`src/rtl/timer_counter.sv`:
```
// Memory-mapped countdown timer (CTRL/PRESET/COUNT) raising a level IRQ in one-shot or auto-reload mode.
// Reads are combinational from register state; every state change happens on the rising clk edge.
module timer_counter (
  input  logic        clk,
  input  logic        reset,
  input  logic [29:0] Addr,
  input  logic        WE,
  input  logic [31:0] Din,
  output logic [31:0] Dout,
  output logic        IRQ
);

  typedef enum logic [1:0] {
    IDLE = 2'd0,
    LOAD = 2'd1,
    CNT  = 2'd2,
    INT  = 2'd3
  } state_t;

  state_t      state;
  state_t      state_nxt;
  logic [3:0]  ctrl;
  logic [31:0] preset;
  logic [31:0] count;
  logic [31:0] count_nxt;
  logic        flag;
  logic        flag_nxt;
  logic        en_clr;

  logic [1:0]  offset;
  logic        wr_ctrl;
  logic        wr_preset;
  logic        en;
  logic        auto_reload;
  logic        im;
  logic        unused_addr;

  assign offset      = Addr[1:0];
  assign unused_addr = ^Addr[29:2];
  assign wr_ctrl     = WE && (offset == 2'd0);
  assign wr_preset   = WE && (offset == 2'd1);
  assign en          = ctrl[0];
  assign auto_reload = (ctrl[2:1] == 2'b01);
  assign im          = ctrl[3];

  always_comb begin
    state_nxt = state;
    count_nxt = count;
    // In one-shot mode any CTRL/PRESET write acknowledges a pending flag.
    flag_nxt  = flag & ~((wr_ctrl | wr_preset) & ~auto_reload);
    en_clr    = 1'b0;
    case (state)
      IDLE: begin
        if (en) state_nxt = LOAD;
      end
      LOAD: begin
        count_nxt = preset;
        state_nxt = CNT;
      end
      CNT: begin
        if (!en) begin
          state_nxt = IDLE;
        end else if (count > 32'd1) begin
          count_nxt = count - 32'd1;
        end else begin
          count_nxt = 32'd0;
          flag_nxt  = 1'b1;
          state_nxt = INT;
        end
      end
      INT: begin
        if (auto_reload) begin
          flag_nxt  = 1'b0;
          state_nxt = LOAD;
        end else begin
          en_clr    = 1'b1;
          state_nxt = IDLE;
        end
      end
      default: state_nxt = IDLE;
    endcase
  end

  always_ff @(posedge clk) begin
    if (reset) begin
      state  <= IDLE;
      ctrl   <= 4'd0;
      preset <= 32'd0;
      count  <= 32'd0;
      flag   <= 1'b0;
    end else begin
      state <= state_nxt;
      count <= count_nxt;
      flag  <= flag_nxt;
      // A software CTRL write takes priority over the one-shot auto-disable.
      if (wr_ctrl) begin
        ctrl <= Din[3:0];
      end else if (en_clr) begin
        ctrl[0] <= 1'b0;
      end
      if (wr_preset) preset <= Din;
    end
  end

  always_comb begin
    Dout = 32'd0;
    case (offset)
      2'd0:    Dout = {28'd0, ctrl};
      2'd1:    Dout = preset;
      2'd2:    Dout = count;
      default: Dout = 32'd0;
    endcase
  end

  assign IRQ = flag & im;

endmodule

```
`config.mk`:
```
export PLATFORM = sky130hd
export DESIGN_NAME = timer_counter
export DESIGN_NICKNAME = d
export VERILOG_FILES = /design/src/rtl/timer_counter.sv
export SDC_FILE = /design/constraint.sdc
export NUM_CORES = 1
export LEC_CHECK = 0
export BUFFER_PORTS_ARGS = -buffer_cell sky130_fd_sc_hd__buf_4
export CELL_PAD_IN_SITES_DETAIL_PLACEMENT = 1
export CELL_PAD_IN_SITES_GLOBAL_PLACEMENT = 2
export CORE_MARGIN = 2
export CORE_UTILIZATION = 30
export CTS_CLUSTER_DIAMETER = 120
export CTS_CLUSTER_SIZE = 8
export DETAILED_ROUTE_END_ITERATION = 7
export PLACE_DENSITY_LB_ADDON = 0.2
export SLEW_MARGIN = 10
export SYNTH_ARGS = -nofsm -noshare
export SYNTH_HDL_FRONTEND = slang
export SYNTH_SLANG_ARGS = --single-unit
export TNS_END_PERCENT = 5
```
`constraint.sdc`:
```
create_clock -name clk -period 2.58 [get_ports clk]
set_input_delay 0 -clock clk [delete_from_list [all_inputs] [get_ports clk]]
set_output_delay 0 -clock clk [all_outputs]
set_load 0.02 [all_outputs]
```
==> insert_results.sql, run 1 <==
INSERT INTO impl_metrics (metric_group, metric, value, unit) VALUES
('floorplan', 'die_height', '119', 'µm'),
('logic_synthesis', 'synth.mux.area_fraction', '4.26', '%'),
('logic_synthesis', 'ys_seq_area_share', '35.5', '%'),
('route', 'vias', '4351', ''),
('placed_design', 'buffer_ports.inserted', '69', ''),
('power', 'power_density', '552', 'nW/µm²'),
('worst_hold_path', 'hold_path_end', 'ctrl[1]$_SDFFE_PP0P_', ''),
('grt', 'vias_in_the_first_global_route', '4520', ''),
('finish', 'flow.area_growth_from_synthesis', '36.5', '%'),
('sta', 'grt_setup_unrepaired', 'false', ''),
('worst_setup_path', 'timing.rr.start', 'count[22]$_SDFFE_PP0P_', ''),
('clock_network', 'cts-root-buf', 'sky130_fd_sc_hd__clkbuf_16', ''),
('flow_run', 'timing.max_cap.violations', '0', ''),
('logic_synthesis', 'postSynthRegisterBits', '71', ''),
('finish', 'n_antenna_cell', '0', ''),
('finish', 'layout.filler_cells', '1629', ''),
('clock_network', 'cts.repair.resized', '0', ''),
('floorplan', 'initial_utilization', '30.4', '%'),
('worst_setup_path', 'required', '2.79', 'ns'),
('floorplan', 'die_area', '14300', 'µm²'),
('floorplan', 'die_width', '119', 'µm'),
('placed_design', 'place.detailed.hpwl', '9910', 'µm'),
('sta', 'finalHoldViolations', '0', ''),
('worst_setup_path', 'cp_startpoint_kind', 'flip-flop', ''),
('sta', 'whs', '0.0875', 'ns'),
('clock_network', 'clk_pin_slew_worst_setup_hold_paths', '0.06', 'ns'),
('grt', 'antenna_found_initial', '0', ''),
('floorplan', 'core_region_area', '13100', 'µm²'),
('route', 'drc', '0', ''),
('logic_synthesis', 'postSynthNetCount', '601', ''),
('logic_synthesis', 'synth.cell_area', '4000', 'µm²'),
('worst_setup_path', 'critical_path_class', 'reg2reg', ''),
('logic_synthesis', 'synth-xor-area-share', '0.876', '%'),
('sta', 'max_freq', '448', 'MHz'),
('sta', 'fin_tns_setup', '0', 'ns'),
('sta', 'final_slew_violations', '0', ''),
('logic_synthesis', 'synth_area_per_cell', '7.49', 'µm²'),
('clock_network', 'cts_buffers', '9', ''),
('route', 'drt_wl_total', '14900', 'µm'),
('finish', 'nets', '699', ''),
('clock_network', 'cts_hold_buf', '32', ''),
('logic_synthesis', 'largest_family_of_logic_cells_by_synthesized_area', 'compound AO/OA/AOI/OAI gates', ''),
('worst_hold_path', 'whs_path_depth', '2', ''),
('worst_setup_path', 'path_max_fanout', '14', ''),
('logic_synthesis', 'fraction_of_the_mapped_netlist_area_in_compound_gates', '27.8', '%'),
('placed_design', 'globalplace.congestion', '0.829', ''),
('route', 'vias_per_cell', '5.35', ''),
('grt', 'grt_pass1_wl', '24200', 'µm'),
('logic_synthesis', 'syn_inst', '534', ''),
('route', 'drt.antenna.violating_nets', '0', ''),
('logic_synthesis', 'synth_cell_type_count', '54', ''),
('sta', 'final.period_utilization', '86.5', '%'),
('power', 'vdd.ir_drop.worst', '0.000258', 'V'),
('worst_setup_path', 'rrSetupSlack', '0.35', 'ns'),
('finish', 'multi_input_area', '2380', 'µm²'),
('floorplan', 'boundaryPins', '98', ''),
('worst_setup_path', 'timing.critical_path.to_type', 'flip-flop', ''),
('sta', 'fin_skew', '0.00470', 'ns'),
('route', 'drt-pass1-iter-count', '4', ''),
('clock_network', 'clock_latency', '0.34', 'ns'),
('clock_network', 'cts_setup_buffers', '0', ''),
('sta', 'tightest_slew', '0.740', 'ns'),
('worst_hold_path', 'min-delay-path-class', 'in2reg', ''),
('grt', 'grt_use_total', '21.5', '%'),
('power', 'total_power', '3.01', 'mW'),
('sta', 'tightest_slew_margin_relative_to_the_limit', '50.7', '%'),
('power', 'total_leakage_power', '2.16', 'nW'),
('status', 'outcome', 'finished, final reports clean', ''),
('route', 'dr.first_iter.drc_count', '209', ''),
('route', 'wl_per_cell', '18.3', 'µm'),
('finish', 'layout-drive-gt1-share', '19.6', '%');
placed cells by master (no fill, tap or decap), types with 6 or more instances in the layout:
cell type	Yosys	routed
sky130_fd_sc_hd__nor4_1	6	6
sky130_fd_sc_hd__a211oi_1	10	10
sky130_fd_sc_hd__nor2_1	37	35
sky130_fd_sc_hd__nor3_1	15	15
sky130_fd_sc_hd__dfxtp_1	71	71
sky130_fd_sc_hd__a22o_1	29	29
sky130_fd_sc_hd__clkbuf_16	0	9
sky130_fd_sc_hd__mux2i_1	17	17
sky130_fd_sc_hd__a21oi_1	54	54
sky130_fd_sc_hd__o21ai_0	24	24
sky130_fd_sc_hd__nand3_1	10	10
sky130_fd_sc_hd__or4_1	6	6
sky130_fd_sc_hd__inv_1	8	8
sky130_fd_sc_hd__buf_4	0	99
sky130_fd_sc_hd__dlygate4sd3_1	0	32
sky130_fd_sc_hd__nand4_1	6	6
sky130_fd_sc_hd__nand2_1	115	115
critical path: stages (launching register included):
cell and delay, ns:
sky130_fd_sc_hd__dfxtp_1 0.37, sky130_fd_sc_hd__or4_1 0.57, sky130_fd_sc_hd__or3_4 0.42, sky130_fd_sc_hd__o31a_1 0.33
sky130_fd_sc_hd__buf_4 0.20, sky130_fd_sc_hd__o211ai_1 0.11, sky130_fd_sc_hd__a31oi_1 0.09
per-layer routing:
layer / vias up / GRT usage (%) / share of wire, %
met5: - / 0 / 0
met4: 0 / 7.72 / 1.8
met3: 19 / 3.35 / 2.7
met2: 80 / 34.8 / 46
met1: 2121 / 28.9 / 49
li1: 2131 / - / -
per-stage QoR:
stage                     util (%)  worst slack [ns]  instance area (µm²)  std cells
after floorplan                  -             0.393                 4000        534
after global placement        36.5             0.374                 4790        765
after detailed placement      36.5             0.362                 4790        765
after CTS                     41.5             0.350                 5460        813
after global routing          41.5             0.212                 5460        813
final                         41.5             0.349                 5460        813
registers in the layout, summed over array words and instances (netlist names):
signal  cells
count      32
preset     32
ctrl        4
state       2
flag        1
area by class of cell:
class / count / area share [%]
clock buffer: 10 / 4.38
clock inverter: 6 / 1.97
inverter: 8 / 0.550
multi-input combinational: 411 / 43.5
sequential: 71 / 26.0
tap: 176 / 4.03
timing repair buffer: 131 / 19.5
cell families (layout without fill, tap and decap cells):
group	after synthesis	in the layout
compound gates	166	166
xor+xnor	4	4
fa+ha+maj	2	2
buf+inv	52	155
flops	71	71
mux	17	17
simple gates	222	222
power breakdown:
part	switching (mW)	internal (mW)
clock network	0.507	0.968
logic	0.215	0.173
registers	0.0281	1.12
cell usage after synthesis, types with 3 or more instances:
master | n | area (µm²)
sky130_fd_sc_hd__xor2_1 | 3 | 26.3
sky130_fd_sc_hd__a211oi_1 | 10 | 75.1
sky130_fd_sc_hd__a21o_1 | 3 | 22.5
sky130_fd_sc_hd__nand2_1 | 115 | 432
sky130_fd_sc_hd__o211ai_1 | 5 | 37.5
sky130_fd_sc_hd__o21ai_0 | 24 | 120
sky130_fd_sc_hd__nand3_1 | 10 | 50.1
sky130_fd_sc_hd__or4_1 | 6 | 45.0
sky130_fd_sc_hd__nand4_1 | 6 | 37.5
sky130_fd_sc_hd__nor4b_1 | 4 | 35.0
sky130_fd_sc_hd__o31a_1 | 5 | 43.8
sky130_fd_sc_hd__clkbuf_1 | 37 | 139
sky130_fd_sc_hd__inv_1 | 8 | 30.0
sky130_fd_sc_hd__a31oi_1 | 5 | 31.3
sky130_fd_sc_hd__dfxtp_1 | 71 | 1420
sky130_fd_sc_hd__o31ai_1 | 4 | 30.0
sky130_fd_sc_hd__o32ai_1 | 4 | 35.0
sky130_fd_sc_hd__a22o_1 | 29 | 254
sky130_fd_sc_hd__o21ai_1 | 5 | 25.0
sky130_fd_sc_hd__nor3_1 | 15 | 75.1
sky130_fd_sc_hd__nor4_1 | 6 | 37.5
sky130_fd_sc_hd__mux2i_1 | 17 | 170
sky130_fd_sc_hd__buf_2 | 5 | 25.0
sky130_fd_sc_hd__nor2b_1 | 5 | 31.3
sky130_fd_sc_hd__nand2b_1 | 3 | 18.8
sky130_fd_sc_hd__a21oi_1 | 54 | 270
sky130_fd_sc_hd__nor2_1 | 37 | 139
how the worst max path moves through the flow:
stage / endpoint / slack [ns] / cells past startpoint
after global routing: count[0]$_SDFFE_PP0P_ / 0.21 / 6
after floorplan: count[4]$_SDFFE_PP0P_ / 0.39 / 7
after detailed placement: count[18]$_SDFFE_PP0P_ / 0.36 / 6
after CTS: count[18]$_SDFFE_PP0P_ / 0.35 / 6
final: count[18]$_SDFFE_PP0P_ / 0.35 / 6
after global placement: count[0]$_SDFFE_PP0P_ / 0.37 / 6
Note: power is estimated with default switching activity, not from simulation.
==> run 2: changes to the inputs <==
==> constraint.sdc (replaced) <==
create_clock -name clk -period 2.18 [get_ports clk]
set_input_delay 0 -clock clk [delete_from_list [all_inputs] [get_ports clk]]
set_output_delay 0 -clock clk [all_outputs]
set_load 0.02 [all_outputs]
==> run 2 against run 1 <==
Sequential cell count stayed put. Hold slack better by 0.012 ns. Non-clock buffer count is 22 higher. Clock power is 9% lower. Wire length is 1.1% lower. Global-route usage hardly changed. First-iteration DRC count is 0.48% higher. Sequential share of layout area is 0.56 points lower. Register-to-register slack worse by 0.25 ns. Die area stayed put. Critical path type unchanged. Largest power group is now registers.
==> insert_results.sql, run 2 (synthesized netlist as in run 1, its figures left out) <==
INSERT INTO impl_metrics (metric_group, metric, value, unit) VALUES
('worst_setup_path', 'timing.critical_path.to_type', 'flip-flop', ''),
('grt', 'grt_util_met3', '2.83', '%'),
('worst_setup_path', 'path_max_fanout', '9', ''),
('grt', 'globalRoute.totalOverflow', '0', ''),
('finish', 'nets', '721', ''),
('worst_hold_path', 'start_point_of_the_worst_hold_path', 'reset', ''),
('route', 'drt.antenna.violating_nets', '0', ''),
('clock_network', 'cts.path.max_buffers', '2', ''),
('placed_design', 'place.detailed.hpwl', '10200', 'µm'),
('finish', 'layout-drive-gt1-share', '22.6', '%'),
('grt', 'antenna_found_initial', '0', ''),
('placed_design', 'buffer_ports.inserted', '69', ''),
('grt', 'grt_pass1_wl', '24200', 'µm'),
('worst_setup_path', 'timing.rr.start', 'count[22]$_SDFFE_PP0P_', ''),
('grt', 'globalRoute.busiestLayer', 'met2', ''),
('sta', 'tightest_slew', '0.683', 'ns'),
('sta', 'final_slew_violations', '0', ''),
('grt', 'vias_in_the_first_global_route', '4602', ''),
('clock_network', 'cts-root-buf', 'sky130_fd_sc_hd__clkbuf_16', ''),
('sta', 'fin_skew', '0.00538', 'ns'),
('floorplan', 'die_width', '119', 'µm'),
('finish', 'commonest_cells_after_routing_fill_and_taps_aside', '119 x sky130_fd_sc_hd__buf_4, 115 x sky130_fd_sc_hd__nand2_1, 69 x sky130_fd_sc_hd__dfxtp_1', ''),
('clock_network', 'clk_pin_slew_worst_setup_hold_paths', '0.06', 'ns'),
('grt', 'maximum_number_of_pins_on_one_net_before_global_route_repair', '40', ''),
('worst_setup_path', 'critical_path_class', 'reg2reg', ''),
('placed_design', 'globalplace.congestion', '0.851', ''),
('worst_setup_path', 'critical_path.cell_chain', 'or4_1 > or3_4 > o31a_1 > buf_4 > o211ai_1 > a31oi_1', ''),
('placed_design', 'post_place_cells', '787', ''),
('clock_network', 'cts_buffers', '9', ''),
('route', 'drt-pass1-iter-count', '4', ''),
('route', 'wl_per_cell', '17.7', 'µm'),
('sta', 'finalHoldViolations', '0', ''),
('clock_network', 'cts_setup_buffers', '0', ''),
('worst_setup_path', 'critical-path-max-stage-delay', '0.54', 'ns'),
('clock_network', 'clock_latency', '0.34', 'ns'),
('floorplan', 'num_rows', '42', ''),
('sta', 'max_freq', '480', 'MHz'),
('route', 'drt_wl_total', '14700', 'µm'),
('finish', 'commonest_non_fill_non_tap_cell_in_the_layout', 'sky130_fd_sc_hd__buf_4', ''),
('floorplan', 'initial_utilization', '30.4', '%'),
('grt', 'groute.layer.met1.usage', '28.2', '%'),
('route', 'drc', '0', ''),
('clock_network', 'sinks_on_clock_net', '71', ''),
('finish', 'layoutNonFillerInstCount', '834', ''),
('grt', 'grt_use_total', '21.5', '%'),
('sta', 'fin_tns_setup', '0', 'ns'),
('worst_hold_path', 'min-delay-path-class', 'in2reg', ''),
('clock_network', 'tritoncts_clock_tree', 'done', ''),
('power', 'power_density', '568', 'nW/µm²'),
('sta', 'grt_setup_unrepaired', 'false', ''),
('floorplan', 'die_height', '119', 'µm'),
('finish', 'flow.area_growth_from_synthesis', '39.7', '%'),
('finish', 'n_antenna_cell', '0', ''),
('floorplan', 'core_region_area', '13100', 'µm²'),
('sta', 'tightest_slew_margin_relative_to_the_limit', '54.5', '%'),
('floorplan', 'boundaryPins', '98', ''),
('power', 'total_leakage_power', '2.25', 'nW'),
('flow_run', 'timing.max_cap.violations', '0', ''),
('route', 'dr.first_iter.drc_count', '210', ''),
('grt', 'use_met2', '35.0', '%'),
('sta', 'setup_viol', '0', ''),
('worst_setup_path', 'timing.critical_path.slowest_stage_cell', 'sky130_fd_sc_hd__or4_1', ''),
('worst_setup_path', 'cp.arrival', '2.29', 'ns'),
('status', 'outcome', 'finished, final reports clean', ''),
('route', 'vias', '4468', ''),
('power', 'vdd.ir_drop.worst', '0.000297', 'V'),
('sta', 'final.period_utilization', '95.5', '%'),
('worst_setup_path', 'required', '2.39', 'ns'),
('floorplan', 'die_area', '14300', 'µm²'),
('clock_network', 'ctsHtreeMaxLevel', '3', ''),
('route', 'vias_per_cell', '5.36', ''),
('worst_setup_path', 'cp_startpoint_kind', 'flip-flop', ''),
('worst_setup_path', 'beginning_of_the_critical_path', 'count[22]$_SDFFE_PP0P_', ''),
('sta', 'layout_min_cycle_time', '2.08', 'ns'),
('power', 'total_power', '3.18', 'mW'),
('finish', 'reg_top3', 'count (32), preset (32), ctrl (4)', '');
==> run 2: what timing repair did <==
item | CTS | global route
gates resized for setup | 0 | 7
endpoints found under the hold margin | 36 | 0
hold buffers | 32 | 0
setup endpoints to repair | 0 | 10
==> run 2: stage by stage <==
stage	hold slack [ns]	setup slack (ns)	utilization (%)	cell area, µm²
final	0.0996	0.0986	42.5	5590
after global routing	0.114	0.0148	42.5	5590
after CTS	0.0887	0.0159	42.3	5560
after detailed placement	0.256	0.0508	37.9	4980
after global placement	0.246	0.0564	37.9	4980
after floorplan	0.136	0.00994	-	4000
==> run 2: path summary, 6_finish.rpt <==
| path | cells past startpoint | slack [ns] | to |
|---|---|---|---|
| setup reg to reg | 6 | 0.1 | count[18]$_SDFFE_PP0P_ |
| setup / recovery | 6 | 0.1 | count[18]$_SDFFE_PP0P_ |
| hold reg to reg | 2 | 0.47 | preset[27]$_SDFFE_PP0P_ |
| hold / removal | 2 | 0.1 | preset[31]$_SDFFE_PP0P_ |
==> run 2: area by class of cell <==
| class | count | area, µm² |
|---|---|---|
| fillers | 1583 | 7550 |
| multi-input cells | 411 | 2400 |
| flip-flops and latches | 71 | 1420 |
| repair buffers | 153 | 1250 |
| clock buffers | 14 | 254 |
| well taps | 176 | 220 |
| inverters | 8 | 30.0 |
| clock inverters | 1 | 5.00 |
==> run 2: power by group <==
part	leakage, nW	switching (mW)	total (mW)	internal [mW]
clock network	0.127	0.543	1.34	0.794
logic	1.55	0.262	0.483	0.221
registers	0.576	0.0278	1.36	1.33
==> run 2: routing by layer <==
layer	vias up	share of wire, %	routed length [µm]
li1	2177	-	-
met1	2164	48	7030
met2	98	46	6770
met3	29	3.2	468
met4	0	3.2	469
met5	-	0	0
==> run 2: critical path: cells and delay by family (launching register included) <==
kind	cells	cell delay (ns)
simple gates	2	0.95
buf+inv	1	0.19
flops	1	0.30
compound gates	3	0.50
